==> src/rtl/ram_loader.sv <==
// rtl/ram_loader.sv - serial MCU byte loader that fills the 8-bit test RAM and reports frame completion
module ram_loader #(
  parameter int AW          = 8,
  parameter int SYNC_STAGES = 2
) (
  input  logic          clk_i,
  input  logic          rst_n_i,
  input  logic          sck_i,
  input  logic          sdi_i,
  input  logic          cs_n_i,
  input  logic          rd_busy_i,
  output logic          wr_en_o,
  output logic [AW-1:0] wr_addr_o,
  output logic [7:0]    wr_data_o,
  output logic          frame_done_o,
  output logic [AW:0]   byte_cnt_o,
  output logic          ovf_o,
  output logic          rej_o
);

  typedef enum logic [1:0] {IDLE, RECV, IGNORE, DONE} state_t;

  localparam logic [AW:0] DEPTH  = {1'b1, {AW{1'b0}}};
  localparam int          SETTLE = SYNC_STAGES + 1;
  localparam int          SW     = $clog2(SETTLE + 1);

  state_t                 state_q, state_d;
  logic [SYNC_STAGES-1:0] sck_sync_q, sck_sync_d;
  logic [SYNC_STAGES-1:0] cs_sync_q, cs_sync_d;
  logic [SYNC_STAGES-1:0] sdi_sync_q, sdi_sync_d;
  logic                   sck_prev_q, sck_prev_d;
  logic                   cs_prev_q, cs_prev_d;
  logic [SW-1:0]          settle_q, settle_d;
  logic [7:0]             shift_q, shift_d;
  logic [2:0]             bit_cnt_q, bit_cnt_d;
  logic                   byte_rdy_q, byte_rdy_d;
  logic [AW:0]            addr_q, addr_d;
  logic                   wr_en_q, wr_en_d;
  logic [AW-1:0]          wr_addr_q, wr_addr_d;
  logic [7:0]             wr_data_q, wr_data_d;
  logic                   frame_done_q, frame_done_d;
  logic [AW:0]            byte_cnt_q, byte_cnt_d;
  logic                   ovf_q, ovf_d;
  logic                   rej_q, rej_d;

  logic sck_s, cs_s, sdi_s;
  logic settled, sck_rise, cs_rise, cs_fall;

  assign sck_s = sck_sync_q[SYNC_STAGES-1];
  assign cs_s  = cs_sync_q[SYNC_STAGES-1];
  assign sdi_s = sdi_sync_q[SYNC_STAGES-1];

  // Edges are only trusted once the chains hold real pad samples, so a cs_n
  // still low across a reset cannot masquerade as a new frame start.
  assign settled  = (settle_q == SW'(SETTLE));
  assign sck_rise = settled & sck_s & ~sck_prev_q;
  assign cs_rise  = settled & cs_s & ~cs_prev_q;
  assign cs_fall  = settled & ~cs_s & cs_prev_q;

  always_comb begin
    state_d      = state_q;
    sck_sync_d   = {sck_sync_q[SYNC_STAGES-2:0], sck_i};
    cs_sync_d    = {cs_sync_q[SYNC_STAGES-2:0], cs_n_i};
    sdi_sync_d   = {sdi_sync_q[SYNC_STAGES-2:0], sdi_i};
    sck_prev_d   = sck_s;
    cs_prev_d    = cs_s;
    settle_d     = settled ? settle_q : settle_q + SW'(1);
    shift_d      = shift_q;
    bit_cnt_d    = bit_cnt_q;
    byte_rdy_d   = 1'b0;
    addr_d       = addr_q;
    wr_en_d      = 1'b0;
    wr_addr_d    = wr_addr_q;
    wr_data_d    = wr_data_q;
    frame_done_d = 1'b0;
    byte_cnt_d   = byte_cnt_q;
    ovf_d        = ovf_q;
    rej_d        = 1'b0;

    // Completed byte is committed one cycle after its 8th bit, even if the
    // frame closes in that same cycle.
    if (byte_rdy_q) begin
      if (addr_q == DEPTH) begin
        ovf_d = 1'b1;
      end else begin
        wr_en_d   = 1'b1;
        wr_addr_d = addr_q[AW-1:0];
        wr_data_d = shift_q;
        addr_d    = addr_q + 1'b1;
      end
    end

    case (state_q)
      IDLE: begin
        if (cs_fall) begin
          if (!rd_busy_i) begin
            state_d   = RECV;
            bit_cnt_d = 3'd0;
            addr_d    = '0;
            ovf_d     = 1'b0;
          end else begin
            state_d = IGNORE;
            rej_d   = 1'b1;
          end
        end
      end
      RECV: begin
        if (cs_rise) begin
          state_d   = DONE;
          bit_cnt_d = 3'd0;
        end else if (sck_rise) begin
          shift_d   = {shift_q[6:0], sdi_s};
          bit_cnt_d = bit_cnt_q + 3'd1;
          if (bit_cnt_q == 3'd7) begin
            byte_rdy_d = 1'b1;
          end
        end
      end
      IGNORE: begin
        if (cs_rise) begin
          state_d = IDLE;
        end
      end
      DONE: begin
        frame_done_d = 1'b1;
        byte_cnt_d   = addr_q;
        state_d      = IDLE;
      end
      default: state_d = IDLE;
    endcase
  end

  always_ff @(posedge clk_i) begin
    if (!rst_n_i) begin
      state_q      <= IDLE;
      sck_sync_q   <= '0;
      cs_sync_q    <= '1;
      sdi_sync_q   <= '0;
      sck_prev_q   <= 1'b0;
      cs_prev_q    <= 1'b1;
      settle_q     <= '0;
      shift_q      <= '0;
      bit_cnt_q    <= '0;
      byte_rdy_q   <= 1'b0;
      addr_q       <= '0;
      wr_en_q      <= 1'b0;
      wr_addr_q    <= '0;
      wr_data_q    <= '0;
      frame_done_q <= 1'b0;
      byte_cnt_q   <= '0;
      ovf_q        <= 1'b0;
      rej_q        <= 1'b0;
    end else begin
      state_q      <= state_d;
      sck_sync_q   <= sck_sync_d;
      cs_sync_q    <= cs_sync_d;
      sdi_sync_q   <= sdi_sync_d;
      sck_prev_q   <= sck_prev_d;
      cs_prev_q    <= cs_prev_d;
      settle_q     <= settle_d;
      shift_q      <= shift_d;
      bit_cnt_q    <= bit_cnt_d;
      byte_rdy_q   <= byte_rdy_d;
      addr_q       <= addr_d;
      wr_en_q      <= wr_en_d;
      wr_addr_q    <= wr_addr_d;
      wr_data_q    <= wr_data_d;
      frame_done_q <= frame_done_d;
      byte_cnt_q   <= byte_cnt_d;
      ovf_q        <= ovf_d;
      rej_q        <= rej_d;
    end
  end

  assign wr_en_o      = wr_en_q;
  assign wr_addr_o    = wr_addr_q;
  assign wr_data_o    = wr_data_q;
  assign frame_done_o = frame_done_q;
  assign byte_cnt_o   = byte_cnt_q;
  assign ovf_o        = ovf_q;
  assign rej_o        = rej_q;

endmodule
==> config.mk <==
export PLATFORM = sky130hd
export DESIGN_NAME = ram_loader
export DESIGN_NICKNAME = d
export VERILOG_FILES = /design/src/rtl/ram_loader.sv
export SDC_FILE = /design/constraint.sdc
export NUM_CORES = 1
export LEC_CHECK = 0
export BUFFER_PORTS_ARGS = -buffer_cell sky130_fd_sc_hd__buf_2
export CORE_UTILIZATION = 59
export DETAILED_ROUTE_END_ITERATION = 8
export GPL_TIMING_DRIVEN = 1
export PLACE_DENSITY = 0.8
export SETUP_SLACK_MARGIN = 0.5
export SLEW_MARGIN = 20
export SYNTH_ARGS = -nofsm -noshare
export SYNTH_HDL_FRONTEND = slang
export SYNTH_SLANG_ARGS = --single-unit
==> constraint.sdc <==
create_clock -name clk_i -period 5.3 [get_ports clk_i]
set_input_delay 0.53 -clock clk_i [delete_from_list [all_inputs] [get_ports clk_i]]
set_output_delay 0.53 -clock clk_i [all_outputs]
set_load 0.005 [all_outputs]
==> impl_metrics.json, run 1 <==
{
  "status": "complete, no violations",
  "placeableCoreArea_um2": 3720,
  "r2r_start": "addr_q[4]",
  "instances_no_fill": 333,
  "synthXorXnorAreaFrac": 0.0303,
  "synth_nets": 261,
  "synth_edf_count": 0,
  "period_minus_slack_ps": 2040,
  "grt_pass1_vias": 1581,
  "synthTopCellsByArea": "dfxtp_1 (54%), nand2_1 (7.5%), mux2i_1 (5.6%)",
  "dpl.cell_count": 317,
  "area_growth_pct": 15.7,
  "required_ps": 5510,
  "setup.worst_path.end_class": "flip-flop",
  "cp.arrival_ps": 2260,
  "setup_violations": 0,
  "synth_top_family_by_area": "simple AND/OR/NAND/NOR gates",
  "drc": 0,
  "dp_hpwl_mm": 2.69,
  "worstHoldStart": "cs_n_i",
  "grt_max_degree": 37,
  "drtIter0Drc": 165,
  "min_path_cells": 2,
  "ant_nets": 0,
  "yosysSeqAreaShare": 0.537,
  "reg2reg_slack_ps": 3260,
  "final_common_cell": "dfxtp_1",
  "fillCellCount": 296,
  "num_rows": 22,
  "io_buffers": 34,
  "syn_area_um2": 2310,
  "setup_tns_ps": 0,
  "r2r-end": "addr_q[0]",
  "critPathLaunchType": "flip-flop",
  "finalPower_mw": 0.919,
  "wire_per_inst_um": 12.3,
  "ys_ff_latch": 62,
  "cts_sinks": 62,
  "track_usage": 0.227,
  "postCtsSetupRepairBufs": 0,
  "synth_compound_area_frac": 0.101,
  "grt_pass1_wl_mm": 7.16,
  "max_freq_ghz": 0.489,
  "cts_tree": "done",
  "drive_above_1_share": 0.193,
  "cap_violations": 0,
  "vdd_drop_max_mv": 0.219,
  "critPathKind": "flip-flop to flip-flop",
  "antenna_found_initial": 0,
  "cts_buffers": 9,
  "hold_slack_ps": 403,
  "start_util": 0.622,
  "synth_fa_ha_area_frac": 0.0271,
  "maxSlewHeadroom": 0.567,
  "clk_latency_ps": 330,
  "antenna_cells": 0,
  "fin_nets": 291,
  "hold_violations": 0,
  "synth_top_cell_by_area": "dfxtp_1",
  "clockBufferDepth": 2,
  "synthMuxAreaShare": 0.0563,
  "yosys.area.top_type_share": 0.537,
  "min-delay-path-class": "input pin to flip-flop",
  "die_w_um": 64.6,
  "vias": 1731,
  "final_cell_mix": "dfxtp_1 (62), nand2_1 (46), buf_2 (34)",
  "rsz0062_at_grt": "false",
  "drt-total-wl_mm": 4.11,
  "tightest_slew_ps": 650,
  "p_per_area_nw_per_um2": 344,
  "synthDistinctLibCells": 29,
  "dr.pass1.iters": 4,
  "period_share": 0.386,
  "synthArstFlopShare": 0,
  "slew_violations": 0,
  "crit_fanout": 19,
  "ios": 35,
  "crit_start": "addr_q[4]",
  "clock_skew_ps": 7.55,
  "yosysWarningCount": 0,
  "syn_inst": 250,
  "viasPerCell": 5.20,
  "die_area_um2": 4170,
  "p_leak_nw": 1.15,
  "synth_area_per_cell_um2": 9.24,
  "htreeDepth": 3,
  "grt_overflow": 0,
  "post_cts_resized": 0,
  "gp_congestion": 0.788,
  "clk_pin_slew_ps": 70,
  "dieHeight_um": 64.6,
  "min_to": "cs_sync_q[0]",
  "synthSimpleGateAreaFrac": 0.205,
  "cts_root_buf": "clkbuf_8",
  "reg2reg_depth": 5,
  "cts_hold_buf": 0,
  "synth_flop_cell": "dfxtp_1"
}
-- where the power goes --
group	leakage [nW]	switching [mW]	internal, mW
Sequential	0.501	0.00489	0.473
Combinational	0.546	0.0185	0.0102
Clock	0.106	0.172	0.240
Total	1.15	0.195	0.724
-- synth_stat cells (all sizes together) (2+ instances only) --
cell,n
a41oi,2
clkbuf,14
buf,2
o21ai,12
o31ai,2
and2,6
or3,2
nor3,3
a22oi,5
ha,5
nand2,46
dfxtp,62
nand3,13
nand2b,6
mux2i,13
inv,6
xor2,4
xnor2,4
a21oi,13
nor2,22
-- per-layer routing --
layer | global-route usage | wire length (um) | up-vias
met1 | 0.318 | 2080 | 790
met5 | 0 | 0 | -
met2 | 0.316 | 1750 | 39
met4 | 0.100 | 74 | 0
met3 | 0.0739 | 205 | 8
li1 | - | - | 894
-- kinds of logic (layout without fill, tap and decap cells) --
group           after synthesis  after routing
buf+inv                      22             57
xor+xnor                      8              8
mux                          13             13
flops                        62             62
simple gates                104            104
compound gates               36             36
fa+ha+maj                     5              5
-- sequential cells by signal (all words and copies together), names as in the netlist --
name,flops
byte_rdy_q,1
wr_addr_o,8
addr_q,9
rej_o,1
wr_data_o,8
settle_q,2
sdi_sync_q,2
state_q,2
sck_sync_q,2
cs_sync_q,2
wr_en_o,1
ovf_o,1
byte_cnt_o,9
sck_prev_q,1
shift_q,8
cs_prev_q,1
frame_done_o,1
bit_cnt_q,3
-- critical path, stage by stage, from the launching register on --
cell and delay (ps):
dfxtp_1 370, or4_4 570, o41ai_4 470, buf_4 320, xnor2_1 160, nor2_2 40
-- metrics by stage --
stage	util	worst slack, ps	instance area, um^2
global route	0.719	3130	2670
CTS	0.719	3250	2670
detailed placement	0.665	3240	2470
floorplan	-	3520	2310
finish	0.719	3260	2670
global placement	0.665	3290	2470
-- layout make-up --
class	count	area (um^2)	area share
timing repair buffer	35	178	0.0665
inverter	6	22.5	0.00843
multi-input combinational	166	971	0.363
tap	48	60.1	0.0225
clock buffer	12	155	0.0581
clock inverter	4	45.0	0.0169
sequential	62	1240	0.464
-- worst max-delay path by stage --
| stage | endpoint |
|---|---|
| 3_3_place_gp | addr_q[0] |
| 6_report | addr_q[0] |
| 3_5_place_dp | addr_q[0] |
| 4_1_cts | addr_q[0] |
| 2_1_floorplan | shift_q[0] |
| 5_1_grt | wr_addr_o[0] |
Power figures use the tool's default switching activity.
==> inputs of run 2 (changes only) <==
Settings changed: ABC_AREA set to 1, CORE_UTILIZATION 59 to 51, PLACE_DENSITY 0.8 to 0.73.
Clock period 5.3 ns to 1.8 ns, I/O delays scaled along.
==> run 2 against run 1 <==
Effect of this change:
- clock-buffer cell count stayed put
- die area is 28% higher
- synthesized area up 12%
- global-route usage shrank 1.8 points
- synthesized cell count up 33%
- fmax grew 52%
- critical path depth grew 4
- sequential cell count is the same
- largest power group unchanged
==> impl_metrics.json, run 2 <==
{
  "fillCellCount": 422,
  "ant_nets": 0,
  "synthArstFlopShare": 0,
  "reg2reg_depth": 9,
  "rsz0062_at_grt": "true",
  "yosysWarningCount": 0,
  "grt_overflow": 0,
  "area_growth_pct": 27.1,
  "dp_hpwl_mm": 3.24,
  "critPathKind": "flip-flop to flip-flop",
  "start_util": 0.539,
  "drive_above_1_share": 0.330,
  "max_freq_ghz": 0.745,
  "wire_per_inst_um": 12.0,
  "gp_congestion": 0.863,
  "setup.worst_path.end_class": "flip-flop",
  "hold_violations": 0,
  "cts_hold_buf": 0,
  "period_minus_slack_ps": 1340,
  "min_path_cells": 2,
  "status": "complete, no violations",
  "design_area_um2": 3280,
  "required_ps": 2080,
  "clk_latency_ps": 340,
  "final_common_cell": "dfxtp_1",
  "yosysSeqAreaShare": 0.481,
  "syn_inst": 332,
  "ios": 35,
  "min-delay-path-class": "input pin to flip-flop",
  "maxSlewHeadroom": 0.749,
  "io_buffers": 34,
  "cts_root_buf": "clkbuf_8",
  "cts_tree": "done",
  "setup_violations": 0,
  "synth_nets": 343,
  "clock_skew_ps": 5.51,
  "tightest_slew_ps": 377,
  "vdd_drop_max_mv": 0.653,
  "wl_met3_um": 314,
  "p_leak_nw": 1.45,
  "yosys-top-cells-count": "dfxtp_1 (62), nand2_1 (59), nor2_1 (38)",
  "p_sw_mw": 0.591,
  "vias": 2228,
  "critPathLaunchType": "flip-flop",
  "placeableCoreArea_um2": 4790,
  "yosys.area.top_type_share": 0.481,
  "synth_area_per_cell_um2": 7.77,
  "synth_top_cell_by_area": "dfxtp_1",
  "final_cell_mix": "dfxtp_1 (57), nand2_1 (54), buf_2 (34)",
  "reg2reg_slack_ps": 460,
  "cts_sinks": 62,
  "track_usage": 0.209,
  "grt_pass1_vias": 1860,
  "die_w_um": 73.1,
  "final_core_util": 0.685,
  "grt_pass1_wl_mm": 8.39,
  "fin_nets": 391,
  "antenna_found_initial": 0,
  "drc": 0,
  "htreeDepth": 3,
  "p_per_area_nw_per_um2": 863,
  "period_share": 0.746,
  "pwr-share-clk": 0.469,
  "synthDistinctLibCells": 25,
  "wl_met2_mm": 2.49,
  "dieHeight_um": 73.1,
  "p_seq_frac": 0.496,
  "yosysMostFrequentCell": "dfxtp_1",
  "drtIter0Drc": 160,
  "synth_flop_cell": "dfxtp_1",
  "drt-total-wl_mm": 5.43,
  "clk_pin_slew_ps": 70,
  "antenna_cells": 0,
  "die_area_um2": 5350,
  "slew_violations": 0,
  "viasPerCell": 4.93,
  "grt_max_degree": 41,
  "highest_layer": "met4",
  "dr.pass1.iters": 4,
  "synth_edf_count": 0,
  "syn_area_um2": 2580,
  "combPwrFrac": 0.034,
  "setup_tns_ps": 0,
  "sw_frac_of_total": 0.209,
  "num_rows": 25,
  "cap_violations": 0,
  "synthTopCellsByArea": "dfxtp_1 (48%), nand2_1 (8.6%), nand3_1 (6.4%)",
  "clockBufferDepth": 2,
  "internal_power_mw": 2.24,
  "cp.arrival_ps": 1620,
  "cts_buffers": 9,
  "ys_ff_latch": 62,
  "placed_cell_area_um2": 2800,
  "wl_met1_mm": 2.55,
  "crit_fanout": 8
}
-- run 2: logic make-up after synthesis --
family / Yosys count / share of synthesized area
flip-flops: 62 / 0.481
AND/OR/NAND/NOR: 168 / 0.316
adder cells (fa/ha/maj): 5 / 0.0242
buffers and inverters: 49 / 0.0849
AO/OA/AOI/OAI: 48 / 0.0936
-- run 2: worst max-delay path, stage by stage, from the launching register on --
cell	delay, ps
dfxtp_1	340
inv_2	90
ha_4	140
nand2_4	50
nor2_4	140
nand2_8	110
clkbuf_16	180
nand3_1	80
nand2_1	70
nor2_2	80
-- run 2: power by group through the flow --
stage	clock, mW	combinational [mW]	sequential (mW)
after CTS	1.37	0.0913	1.40
after detailed placement	0	0.0851	1.43
after global routing	1.42	0.113	1.41
after floorplan	0	0.0660	1.43
final	1.33	0.0974	1.41
after global placement	0	0.0843	1.43
-- run 2: area by class of cell --
type                       count  area [um^2]  area share
timing repair buffer          47          298      0.0908
multi-input combinational    222         1260       0.385
clock buffer                  12          145      0.0443
timing repair inverter         1         7.51     0.00229
inverter                      37          161      0.0492
clock inverter                 4         70.1      0.0214
tap                           67         83.8      0.0256
sequential                    62         1250       0.381
-- run 2: path summary, 6_finish.rpt --
kind / from / to
worst min register to register: sck_sync_q[0] / sck_sync_q[1]
worst min-delay path: cs_n_i / cs_sync_q[0]
worst max register to register: addr_q[1] / wr_data_o[6]
worst max-delay path: addr_q[1] / wr_data_o[6]
-- run 2: what timing repair did --
action / CTS / global route
resized for setup: 18 / 23
gates cloned: 1 / 2
setup endpoints to repair: 30 / 38
pin swaps: 6 / 8
setup buffers: 5 / 5
-- run 2: through the flow --
step	worst slack [ps]	cells	hold slack, ps	total power [mW]
after global routing	365	452	17.2	2.94
final	457	452	22.5	2.83
after floorplan	501	332	278	1.49
after detailed placement	318	423	368	1.52
after CTS	473	445	3.48	2.86
after global placement	406	423	361	1.51
-- run 2: metal layers --
metal | GRT usage | vias up
li1 | - | 1170
met1 | 0.277 | 996
met2 | 0.312 | 55
met3 | 0.0608 | 7
met4 | 0.0980 | 0
met5 | 0 | -
==> inputs of run 3 (changes only) <==
Settings changed: ABC_AREA 1 to 0, CORE_UTILIZATION 51 to 50, PLACE_DENSITY 0.73 to 0.72.
Clock period 1.8 ns to 1.1 ns, I/O delays scaled along.
==> run 3 against run 2 <==
Effect of this change:
- sequential cell count unchanged
- clock skew increased by 1.3 ps
- first-iteration DRC count increased by 14%
- worst setup slack got worse by 1100 ps
- final area increased by 9.9%
- critical path depth decreased by 3
- via count decreased by 2.5%
- clock-buffer cell count decreased by 2
- clock power increased by 70%
- the flow now finishes with violations (negative hold slack, negative setup slack)
- sequential power increased by 64%
- non-clock buffer count increased by 50
==> impl_metrics.json, run 3 (synthesis results as in run 1) <==
{
  "status": "complete, but fails checks",
  "violations": "negative hold slack, negative setup slack",
  "grt_pass1_vias": 2011,
  "critPathLaunchType": "flip-flop",
  "ios": 35,
  "max_freq_ghz": 0.569,
  "cts_sinks": 62,
  "final_common_cell": "buf_4",
  "period_minus_slack_ps": 1760,
  "grt_max_degree": 27,
  "maxSlewHeadroom": 0.761,
  "cp_cell_sequence": "or4_4, o41ai_4, buf_6, clkbuf_16, nand3_1, o21ai_1",
  "hold_violations": 3,
  "fillCellCount": 231,
  "wl_met3_um": 359,
  "cts_buffers": 9,
  "start_util": 0.527,
  "dieHeight_um": 70.0,
  "die_area_um2": 4900,
  "viasPerCell": 5.43,
  "p_leak_nw": 1.57,
  "wl_met2_mm": 3.45,
  "clockBufferDepth": 2,
  "cts_root_buf": "clkbuf_8",
  "highest_layer": "met4",
  "p_per_area_nw_per_um2": 1370,
  "critPathKind": "flip-flop to flip-flop",
  "drive_above_1_share": 0.560,
  "crit_fanout": 13,
  "slew_violations": 0,
  "num_rows": 24,
  "antenna_found_initial": 0,
  "area_growth_pct": 56.1,
  "placeableCoreArea_um2": 4380,
  "period_share": 1.60,
  "clk_pin_slew_ps": 70,
  "clock_skew_ps": 6.80,
  "wire_per_inst_um": 16.7,
  "grt_overflow": 0,
  "drc": 0,
  "dp_hpwl_mm": 3.38,
  "ant_nets": 0,
  "grt_pass1_wl_mm": 9.14,
  "clk_latency_ps": 350,
  "min-delay-path-class": "input pin to flip-flop",
  "gp_congestion": 0.823,
  "tightest_slew_ps": 355,
  "hold_slack_ps": -50.1,
  "cts_tree": "done",
  "cap_violations": 0,
  "required_ps": 1360,
  "track_usage": 0.245,
  "vias": 2173,
  "vdd_drop_max_mv": 0.989,
  "htreeDepth": 3,
  "setup.worst_path.end_class": "flip-flop",
  "setup_violations": 41,
  "setup_ws_ps": -657,
  "fin_nets": 354,
  "drt-total-wl_mm": 6.66,
  "die_w_um": 70.0,
  "crit_slowest_cell": "or4_4",
  "antenna_cells": 0,
  "wl_met1_mm": 2.67,
  "rsz0062_at_grt": "true",
  "drtIter0Drc": 182,
  "dr.pass1.iters": 4,
  "io_buffers": 34,
  "final_core_util": 0.822,
  "final_cell_mix": "buf_4 (46), nand2_1 (41), dfxtp_2 (35)",
  "cp.arrival_ps": 2020,
  "max_stage_delay_ps": 560
}
run 3: cell count changes in the layout (fill, tap and decap cells not counted), sizes merged, moves of 7 or more:
cell,previous run,this run
mux2i,0,13
nor2,61,22
nand3,36,13
o21ai,21,12
a21oi,26,13
inv,36,6
and2,0,7
nand2,64,46
buf,46,95
run 3: layout make-up:
class,instances,area (um^2),area share
Clock inverter,6,85.1,0.0236
Sequential cell,62,1280,0.356
Multi-Input combinational cell,167,1220,0.339
Clock buffer,10,138,0.0382
Inverter,6,25.0,0.00694
Tap cell,52,65.1,0.0180
Timing Repair Buffer,97,785,0.218
run 3: where the power goes:
group / leakage, nW / total, mW / internal [mW] / switching (mW)
sequential: 0.517 / 2.31 / 2.28 / 0.0267
combinational: 0.940 / 0.358 / 0.178 / 0.179
clock: 0.108 / 2.26 / 1.33 / 0.930
total: 1.57 / 4.92 / 3.79 / 1.14
run 3: worst paths after layout:
kind | from | to | slack (ps) | depth (start not counted)
worst max-delay path | addr_q[4] | wr_data_o[0] | -660 | 6
worst min-delay path | cs_n_i | cs_sync_q[0] | -50 | 2
worst max register to register | addr_q[4] | wr_data_o[0] | -660 | 6
worst min register to register | cs_sync_q[0] | cs_sync_q[1] | 420 | 1
run 3: through the flow:
stage | std cells | worst slack, ps | total power [mW] | instance area [um^2] | TNS [ps]
6_report | 400 | -657 | 4.92 | 3600 | -16710
5_1_grt | 400 | -736 | 5.03 | 3600 | -18180
4_1_cts | 390 | -569 | 4.88 | 3370 | -15690
3_5_place_dp | 359 | -563 | 2.60 | 2850 | -14740
3_3_place_gp | 359 | -530 | 2.59 | 2850 | -13660
2_1_floorplan | 250 | -641 | 2.51 | 2460 | -17440
run 3: metal layers:
layer  vias up  global-route usage
met3        20              0.0678
met2        91               0.421
met5         -                   0
met1      1035               0.276
met4         0               0.124
li1       1027                   -
run 3: critical path: cells and delay by family (launching register included):
kind / cells / cell delay [ps]
AND/OR/NAND/NOR: 2 / 660
buffers and inverters: 2 / 340
flip-flops: 1 / 330
AO/OA/AOI/OAI: 2 / 350
run 3: timing repair:
| action | 4_1_cts | 5_1_grt |
|---|---|---|
| cloned | 3 | 2 |
| pin swaps | 7 | 16 |
| endpoints found under the hold margin | 3 | 3 |
| setup endpoints to repair | 84 | 84 |
| setup buffers | 12 | 8 |
| resized for setup | 62 | 35 |
